## src/rtl/bcd_display_scanner.sv

```systemverilog
// bcd_display_scanner: time-multiplexed driver for an N-digit common-anode
// seven-segment display. It feeds one BCD digit at a time to a downstream
// seven_segment decoder and drives the matching active-low anode.
// The digit inputs are snapshotted once per frame, so the displayed value
// cannot tear when the inputs change mid-frame.
//
// Optional build macro: LEADING_ZERO_BLANK_EN
//   When defined, leading zero digits (never digit 0) are kept dark unless
//   their decimal point is requested. When undefined, every digit lights.
//
// Output timing: every output is registered and is computed from the
// post-edge counter, index and snapshot. The outputs therefore always
// agree with the internal state they describe.

module bcd_display_scanner #(
    parameter int NUM_DIGITS  = 4,
    parameter int REFRESH_DIV = 50000,
    parameter int DEAD_CYCLES = 2
) (
    input  logic                    clk,
    input  logic                    rst,
    input  logic [4*NUM_DIGITS-1:0] digits,
    input  logic [NUM_DIGITS-1:0]   dp_in,
    output logic [3:0]              bcd,
    output logic [NUM_DIGITS-1:0]   anode,
    output logic                    dp,
    output logic                    frame_start
);

    localparam int CW = (REFRESH_DIV > 1) ? $clog2(REFRESH_DIV) : 1;
    localparam int IW = (NUM_DIGITS > 1) ? $clog2(NUM_DIGITS) : 1;

    localparam logic [CW-1:0] CNT_LAST = CW'(REFRESH_DIV - 1);
    localparam logic [CW-1:0] CNT_DEAD = CW'(DEAD_CYCLES);
    localparam logic [IW-1:0] IDX_LAST = IW'(NUM_DIGITS - 1);

    // Current state
    logic [CW-1:0]           cnt;
    logic [IW-1:0]           idx;
    logic [4*NUM_DIGITS-1:0] snap_digits;
    logic [NUM_DIGITS-1:0]   snap_dp;
    logic [NUM_DIGITS-1:0]   blank_mask;

    // Next state, and the outputs derived from it
    logic [CW-1:0]           cnt_next;
    logic [IW-1:0]           idx_next;
    logic                    frame_wrap;
    logic [4*NUM_DIGITS-1:0] snap_digits_next;
    logic [NUM_DIGITS-1:0]   snap_dp_next;
    logic [NUM_DIGITS-1:0]   blank_mask_next;
    logic [3:0]              bcd_next;
    logic [NUM_DIGITS-1:0]   anode_next;
    logic                    dp_next;

    // Slot counter and digit index advance; frame_wrap marks the last slot ending
    always_comb begin
        cnt_next   = cnt + CW'(1);
        idx_next   = idx;
        frame_wrap = 1'b0;
        if (cnt == CNT_LAST) begin
            cnt_next = '0;
            if (idx == IDX_LAST) begin
                idx_next   = '0;
                frame_wrap = 1'b1;
            end else begin
                idx_next = idx + IW'(1);
            end
        end
    end

    // Frame snapshot: reload from the live inputs only at the frame boundary
    always_comb begin
        snap_digits_next = snap_digits;
        snap_dp_next     = snap_dp;
        if (frame_wrap) begin
            snap_digits_next = digits;
            snap_dp_next     = dp_in;
        end
    end

`ifdef LEADING_ZERO_BLANK_EN
    // Blank mask: digit k is blanked when it and all higher digits are zero
    always_comb begin
        logic zero_above;
        blank_mask_next = blank_mask;
        zero_above      = 1'b1;
        if (frame_wrap) begin
            blank_mask_next = '0;
            for (int k = NUM_DIGITS - 1; k >= 1; k--) begin
                zero_above         = zero_above && (digits[4*k +: 4] == 4'h0);
                blank_mask_next[k] = zero_above;
            end
        end
    end
`else
    // No blanking: every digit always lights
    always_comb begin
        blank_mask_next = '0;
    end
`endif

    // Output decode from the post-edge index, counter and snapshot
    always_comb begin
        logic sel_dp;
        logic sel_blank;
        logic dead;
        bcd_next   = 4'h0;
        sel_dp     = 1'b0;
        sel_blank  = 1'b0;
        anode_next = '1;
        dead       = (cnt_next < CNT_DEAD);
        for (int k = 0; k < NUM_DIGITS; k++) begin
            if (idx_next == IW'(k)) begin
                bcd_next  = snap_digits_next[4*k +: 4];
                sel_dp    = snap_dp_next[k];
                sel_blank = blank_mask_next[k];
            end
        end
        // A blanked digit still lights (showing 0) when its point is requested
        if (!dead && !(sel_blank && !sel_dp)) begin
            for (int k = 0; k < NUM_DIGITS; k++) begin
                anode_next[k] = !(idx_next == IW'(k));
            end
        end
        dp_next = dead ? 1'b1 : !sel_dp;
    end

    // State and registered outputs; reset overrides everything
    always_ff @(posedge clk) begin
        if (rst) begin
            cnt         <= '0;
            idx         <= '0;
            snap_digits <= '0;
            snap_dp     <= '0;
            blank_mask  <= '0;
            bcd         <= 4'h0;
            anode       <= '1;
            dp          <= 1'b1;
            frame_start <= 1'b0;
        end else begin
            cnt         <= cnt_next;
            idx         <= idx_next;
            snap_digits <= snap_digits_next;
            snap_dp     <= snap_dp_next;
            blank_mask  <= blank_mask_next;
            bcd         <= bcd_next;
            anode       <= anode_next;
            dp          <= dp_next;
            frame_start <= frame_wrap;
        end
    end

endmodule

```

## config.mk

```make
export PLATFORM = sky130hd
export DESIGN_NAME = bcd_display_scanner
export DESIGN_NICKNAME = d
export VERILOG_FILES = /design/src/rtl/bcd_display_scanner.sv
export SDC_FILE = /design/constraint.sdc
export NUM_CORES = 1
export LEC_CHECK = 0
export CAP_MARGIN = 20
export CORE_MARGIN = 4
export CORE_UTILIZATION = 58
export CTS_CLUSTER_DIAMETER = 100
export DETAILED_ROUTE_END_ITERATION = 8
export PLACE_DENSITY = 0.84
export SYNTH_ARGS = -nofsm -noshare
export SYNTH_HDL_FRONTEND = slang
export SYNTH_SLANG_ARGS = --single-unit
```

## constraint.sdc

```tcl
create_clock -name clk -period 3.7 [get_ports clk]
set_input_delay 0.74 -clock clk [delete_from_list [all_inputs] [get_ports clk]]
set_output_delay 0.74 -clock clk [all_outputs]
set_load 0.005 [all_outputs]
```

Word-level counts from Yosys, hierarchy flattened

Cells that the tools add are included.

Bits in registers: 48
Input port bits: 22
Output and inout port bits: 10
Word-level logic and storage cells: 38

Magnitude comparators: 1
Multiplexer cells: 15
Reduce and logical (&&, ||, !) cells: 7
Equality and inequality tests: 5
$add $sub $neg: 2

Operator list:

| cell                                                         | count |
|---|---|
| two-way mux 16 bit                                           | 2 |
| two-way mux 4 bit                                            | 5 |
| adder 16 x 1 -> 16 bit (second input constant)               | 1 |
| == test 16 bit (second input constant)                       | 1 |
| less-than comparator 16 x 2 -> 1 bit (second input constant) | 1 |
| == test 2 bit (second input constant)                        | 3 |
| two-way mux 1 bit                                            | 6 |
| logical NOT 1 bit                                            | 5 |
| two-way mux 2 bit                                            | 2 |
| adder 2 x 1 -> 2 bit (second input constant)                 | 1 |
| == test 2 x 1 -> 1 bit (second input constant)               | 1 |
| logical NOT 2 bit                                            | 1 |
| OR reduction 2 bit                                           | 1 |

Depth between registers and ports, before layout

Gate-level depths: netlist of run 1.

Depth in word-level cells: 9
Mapped depth: 9
Mapped depth without buffers: 7

Worst setup path before layout of run 1

Ideal clock, no wire load.

Path type: register to register
Start: reg cnt[0]
End: reg anode[0]
Arrival: 2.004 ns
Library setup time: 0.064 ns
Slack: 1.632 ns
Cell stages (with the launch flop): 8
Period minus slack after synthesis: 2.068 ns
Required time: 3.636 ns
Cell sequence: dfxtp_1 > ha_1 > nand3_1 > nor4_1 > xnor2_1 > nand4_1 > a2111o_1 > nand3_1

Cells in the longest elaborated chain, start to end: 4
Elaborated cells on any way between the ends: 8
Those cells by class: 1 x add/sub; 1 x order compare; 1 x eq/ne; 2 x mux; 3 x reduce/logical

Ends and longest elaborated chain:

| element                                                                   | line     | text |
|---|---|---|
| start: declaration                                                        | 38       | `logic [CW-1:0] cnt;` |
| start signal: assignment                                                  | 141      | `cnt <= cnt_next;` |
| adder 16 x 1 -> 16 bit or == test 16 bit (tied branches)                  | 57, 60   |  |
| two-way mux 16 bit or two-way mux 2 bit (tied branches)                   | 60       | `if (cnt == CNT_LAST) begin` |
| less-than comparator 16 x 2 -> 1 bit or logical NOT 2 bit (tied branches) | 111, 122 |  |
| OR reduction 2 bit (no source line) or logical NOT 1 bit (tied branches)  | n/a      |  |
| end signal: assignment                                                    | 147      | `anode <= anode_next;` |
| end: declaration                                                          | 25       | `output logic [NUM_DIGITS-1:0] anode,` |

Parallel ways exist; a longest one is shown, timed or not.
A chain may end at the register's enable or synchronous reset.

Worst setup path in the final report of run 1

Ends and elaborated chain as after synthesis.

==> results.sh, run 1 <==
export IMPL_ys_seq_elements=48
export IMPL_grt_use_met2=0.316
export IMPL_ctsResizeCount=0
export IMPL_slowest_delay_ps=500
export IMPL_vias_per_cell=5.76
export IMPL_syn_avg_cell_area_um2=9.54
export IMPL_dieArea_mm2=0.00500
export IMPL_rsz0062_at_grt="no"
export IMPL_cts_setup_buffers=0
export IMPL_root_buffer="clkbuf_8"
export IMPL_tightestPinTransition_ps=497
export IMPL_area_growth_pct=18.6
export IMPL_path_clk_slew_ps=90
export IMPL_cts_sinks=48
export IMPL_io_buffers=31
export IMPL_busiest_layer="met2"
export IMPL_worstSetupStartpoint="cnt[0]"
export IMPL_max_freq_ghz=0.416
export IMPL_finalSetupViolations=0
export IMPL_synth_area_leaders="dfxtp_1, mux2i_1, nor2_1"
export IMPL_clock_latency_ps=300
export IMPL_yosysWarningCount=0
export IMPL_required_ps=3950
export IMPL_crit_chain="ha_1 > nand3_1 > nor4_1 > xnor2_1 > nand4_1 > a2111o_1 > nand3_1"
export IMPL_place_inst=305
export IMPL_holdWs_ps=487
export IMPL_postLayoutCellArea_mm2=0.00270
export IMPL_floorplan_initialDensity=0.613
export IMPL_ant_nets=0
export IMPL_maxSlewViolCount=0
export IMPL_min_from="cnt[0]"
export IMPL_dp_slack_ps=1050
export IMPL_status="complete, no violations"
export IMPL_fin_skew_ps=10.0
export IMPL_final_util=0.727
export IMPL_finalPower_mw=1.03
export IMPL_wl_per_cell_um=15.2
export IMPL_synthFlopType="dfxtp_1"
export IMPL_die_h_um=70.7
export IMPL_reg2reg_depth=7
export IMPL_num_rows=22
export IMPL_grt_use_met3=0.0639
export IMPL_grt_ovfl_total=0
export IMPL_cts_max_level=2
export IMPL_postSynthCellCount=239
export IMPL_cts_tree="yes"
export IMPL_synthArstFlopShare=0
export IMPL_cts_buffer_depth=2
export IMPL_yosysMostFrequentCell="dfxtp_1"
export IMPL_synthTopCellsByCount="dfxtp_1, nor2_1, mux2i_1, xnor2_1, nand3_1"
export IMPL_seq_area_frac_synth=0.422
export IMPL_setup_slack_ps=1300
export IMPL_gp_congestion=0.895
export IMPL_synth_area_mm2=0.00228
export IMPL_slowest_stage="a2111o_1"
export IMPL_grt_util_all_layers=0.203
export IMPL_synth_top_cell_area_share=0.422
export IMPL_num_antenna_cells=0
export IMPL_antenna_found_initial=0
export IMPL_drive_gt1_frac=0.0679
export IMPL_crit_path_start_kind="flip-flop"
export IMPL_grt_max_degree=24
export IMPL_met1_usage=0.269
export IMPL_period_minus_slack_ps=2400
export IMPL_synth_nets=263
export IMPL_num_io_pins=32
export IMPL_rr_endpoint="anode[0]"
export IMPL_core_area_mm2=0.00372
export IMPL_cp_common_cell="nand3_1"
export IMPL_hpwl_um=3510
export IMPL_timing_critical_path_arrival_ps=2650
export IMPL_rrSetupSlack_ps=1300
export IMPL_tns_ps=0
export IMPL_relSlewSlack=0.659
export IMPL_drv_cap=0
export IMPL_hold_buffers=0
export IMPL_fin_nets=288
export IMPL_reg2reg_from="cnt[0]"
export IMPL_cp_endpoint="anode[0]"
export IMPL_end_kind="flip-flop"
export IMPL_synth_top_area_cell="dfxtp_1"
export IMPL_hold_viol_final=0
export IMPL_post_route_period_util=0.649
export IMPL_min_delay_path_class="reg -> reg"
export IMPL_via_count=1804
export IMPL_cts_buffers_inserted=5
export IMPL_critPathMaxFanout=7
export IMPL_drcViolationCount=0
export IMPL_ir_drop_v=0.000239
export IMPL_grt_pass1_wl_um=8150
export IMPL_path_class="reg -> reg"
export IMPL_die_width_um=70.7
export IMPL_p_leak_nw=1.12
export IMPL_drt_initial_drc_count=196
export IMPL_routed_wirelength_um=4760
export IMPL_fin_cells=313
export IMPL_power_density_mw_per_mm2=381
export IMPL_dpl_cell_area_mm2=0.00256
export IMPL_synth_cell_type_count=49
export IMPL_firstDrtPassIters=4
export IMPL_grt_pass1_vias=1768
export IMPL_synth_edf_count=0
-- logic make-up after synthesis --
logic type,after synthesis,synth area share
adders and majority gates,2,0.0110
buffers and inverters,19,0.0488
muxes,30,0.148
AOI/OAI and AO/OA,26,0.0889
DFF,48,0.422
xor gates and xnor gates,15,0.0576
and+or+nand+nor,99,0.224
-- cell type report --
class                      count  area [um2]
clock inverter                 3        68.8
sequential                    48         961
timing repair buffer          32         318
inverter                       5        18.8
clock buffer                   5        68.8
tap                           48        60.1
multi-input combinational    172        1210
fill                         290        1010
-- registers in the layout, indices dropped and copies added, names as in the netlist --
| register | flops |
|---|---|
| dp | 1 |
| snap_dp | 4 |
| snap_digits | 16 |
| cnt | 16 |
| bcd | 4 |
| idx | 2 |
| frame_start | 1 |
| anode | 4 |
-- where the power goes --
group / total [mW] / switching [mW] / internal (mW)
Sequential: 0.525 / 0.00460 / 0.521
Combinational: 0.0515 / 0.0208 / 0.0307
Clock: 0.452 / 0.181 / 0.272
-- routing by layer --
layer	part of all wire	vias up
met5	0	-
met3	0.053	7
met1	0.45	853
li1	-	901
met2	0.48	43
met4	0.013	0
-- placed cells by master (no fill, tap or decap), types with 3 or more instances in the layout --
cell type        count
a21oi_1              4
nand3_1             10
inv_1                5
o21ai_0              3
dfxtp_1             48
mux4_2               3
xor2_1               4
clkdlybuf4s50_1     31
nand4_1              6
nor3_1               5
mux2i_1             27
nor2_1              47
clkbuf_8             5
xnor2_1             11
nand2_1              9
-- critical path: cells and delay by family, from the launching register on --
kind	cells	cell delay (ps)
xor+xnor	1	190
fa+ha+maj	1	290
simple gates	4	960
compound gates	1	500
flops	1	400
-- how the worst min path moves through the flow --
stage | to | slack (ps) | cells after the start
detailed placement | cnt[0] | 470 | 1
CTS | cnt[0] | 490 | 1
finish | cnt[0] | 490 | 1
floorplan | cnt[0] | 440 | 1
global route | cnt[0] | 540 | 1
global placement | cnt[0] | 470 | 1
No activity file was read; power rests on OpenSTA's default activity.
==> run 2, diff against run 1 <==
--- a/config.mk
+++ b/config.mk
@@ -7,10 +7,10 @@
 export LEC_CHECK = 0
 export CAP_MARGIN = 20
 export CORE_MARGIN = 4
-export CORE_UTILIZATION = 58
+export CORE_UTILIZATION = 49
 export CTS_CLUSTER_DIAMETER = 100
 export DETAILED_ROUTE_END_ITERATION = 8
-export PLACE_DENSITY = 0.84
+export PLACE_DENSITY = 0.76
 export SYNTH_ARGS = -nofsm -noshare
 export SYNTH_HDL_FRONTEND = slang
 export SYNTH_SLANG_ARGS = --single-unit
==> constraint.sdc (replaced) <==
create_clock -name clk -period 2.1 [get_ports clk]
set_input_delay 0.42 -clock clk [delete_from_list [all_inputs] [get_ports clk]]
set_output_delay 0.42 -clock clk [all_outputs]
set_load 0.005 [all_outputs]
==> run 2 against run 1 <==
Compared with the run above:
- flip-flop and latch count did not move
- highest routed layer unchanged
- count of clock-buffer cells in the layout did not move
- clock skew barely moved
==> results.sh, run 2 (same netlist as run 1, synthesis figures left out) <==
export IMPL_hold_buffers=0
export IMPL_max_freq_ghz=0.496
export IMPL_hold_depth=2
export IMPL_core_area_mm2=0.00441
export IMPL_hpwl_um=3730
export IMPL_critPathMaxFanout=10
export IMPL_maxSlewViolCount=0
export IMPL_gp_congestion=0.914
export IMPL_drive_gt1_frac=0.207
export IMPL_multi_input_area_mm2=0.00128
export IMPL_period_minus_slack_ps=2020
export IMPL_timing_critical_path_arrival_ps=2250
export IMPL_firstDrtPassIters=4
export IMPL_setup_slack_ps=84.1
export IMPL_drv_cap=0
export IMPL_ir_drop_v=0.000324
export IMPL_final_util=0.668
export IMPL_reg2reg_depth=7
export IMPL_final_cell_mix="nor2_1, dfxtp_1, clkdlybuf4s50_1"
export IMPL_fin_skew_ps=9.97
export IMPL_fill_cells=338
export IMPL_dieArea_mm2=0.00581
export IMPL_required_ps=2330
export IMPL_die_width_um=76.2
export IMPL_grt_pass1_wl_um=8380
export IMPL_drt_initial_drc_count=179
export IMPL_num_antenna_cells=0
export IMPL_routed_wirelength_um=5050
export IMPL_grt_max_degree=18
export IMPL_num_rows=24
export IMPL_die_h_um=76.2
export IMPL_grt_ovfl_total=0
export IMPL_fin_nets=313
export IMPL_p_leak_nw=1.21
export IMPL_min_delay_path_class="reg -> reg"
export IMPL_cts_max_level=2
export IMPL_cts_tree="yes"
export IMPL_cts_sinks=48
export IMPL_drcViolationCount=0
export IMPL_end_kind="flip-flop"
export IMPL_cts_buffers_inserted=5
export IMPL_finalSetupViolations=0
export IMPL_reg_top3="cnt: 16 flops, snap_digits: 16 flops"
export IMPL_place_inst=330
export IMPL_path_class="reg -> reg"
export IMPL_ant_nets=0
export IMPL_holdWs_ps=513
export IMPL_floorplan_initialDensity=0.516
export IMPL_final_common_cell="nor2_1"
export IMPL_via_count=1895
export IMPL_wl_per_cell_um=14.8
export IMPL_antenna_found_initial=0
export IMPL_grt_pass1_vias=1799
export IMPL_io_buffers=31
export IMPL_seq_area_um2=968
export IMPL_fin_cells=342
export IMPL_area_growth_pct=29.4
export IMPL_root_buffer="clkbuf_8"
export IMPL_grt_util_all_layers=0.173
export IMPL_tightestPinTransition_ps=543
export IMPL_cts_buffer_depth=2
export IMPL_dp_slack_ps=23.6
export IMPL_power_density_mw_per_mm2=574
export IMPL_relSlewSlack=0.638
export IMPL_crit_path_start_kind="flip-flop"
export IMPL_num_io_pins=32
export IMPL_clock_latency_ps=310
export IMPL_hold_viol_final=0
export IMPL_path_clk_slew_ps=90
export IMPL_status="complete, no violations"
export IMPL_vias_per_cell=5.54
export IMPL_post_route_period_util=0.960
==> run 2: per-stage QoR <==
stage	power [mW]	cell area, um2	setup TNS (ps)
after CTS	1.70	2850	0
after floorplan	0.982	2280	0
after detailed placement	1.05	2730	0
after global routing	1.75	2950	-164
after global placement	1.05	2730	0
final	1.69	2950	0
==> run 2: worst paths after layout <==
check	end	slack, ps	start
max	bcd[0]	80	cnt[1]
min	snap_digits[13]	510	snap_digits[13]
min reg2reg	snap_digits[13]	510	snap_digits[13]
max reg2reg	bcd[0]	80	cnt[1]
==> run 2: layout make-up <==
cell class | instances | area share
multi-input cells | 172 | 0.434
flip-flops and latches | 48 | 0.328
repair buffers | 57 | 0.171
clock buffers | 5 | 0.0233
well taps | 52 | 0.0221
clock inverters | 3 | 0.0144
inverters | 5 | 0.00636
==> run 2: what timing repair did <==
action | 4_1_cts | 5_1_grt
setup buffers | 0 | 4
pin swaps | 0 | 5
endpoints found under the hold margin | 0 | 0
resized for setup | 1 | 19
endpoints found under the setup margin | 1 | 9
==> run 2: per-layer routing <==
metal / GRT usage / vias up / wire length (um)
li1: - / 952 / -
met1: 0.249 / 892 / 2470
met2: 0.256 / 49 / 2240
met3: 0.0485 / 2 / 319
met4: 0.0385 / 0 / 12
met5: 0 / - / 0
==> run 2: critical path: stages (launching register included) <==
cell and delay [ps]:
dfxtp_2 330, ha_2 180, and4bb_1 250, and4_4 270, nand2_8 100, mux2i_4 240
a221o_1 380, a211oi_1 200
==> run 2: power by group <==
group          switching (mW)  leakage, nW  internal, mW
Combinational          0.0423        0.763        0.0631
Sequential            0.00579        0.390         0.918
Clock                   0.313       0.0541         0.352
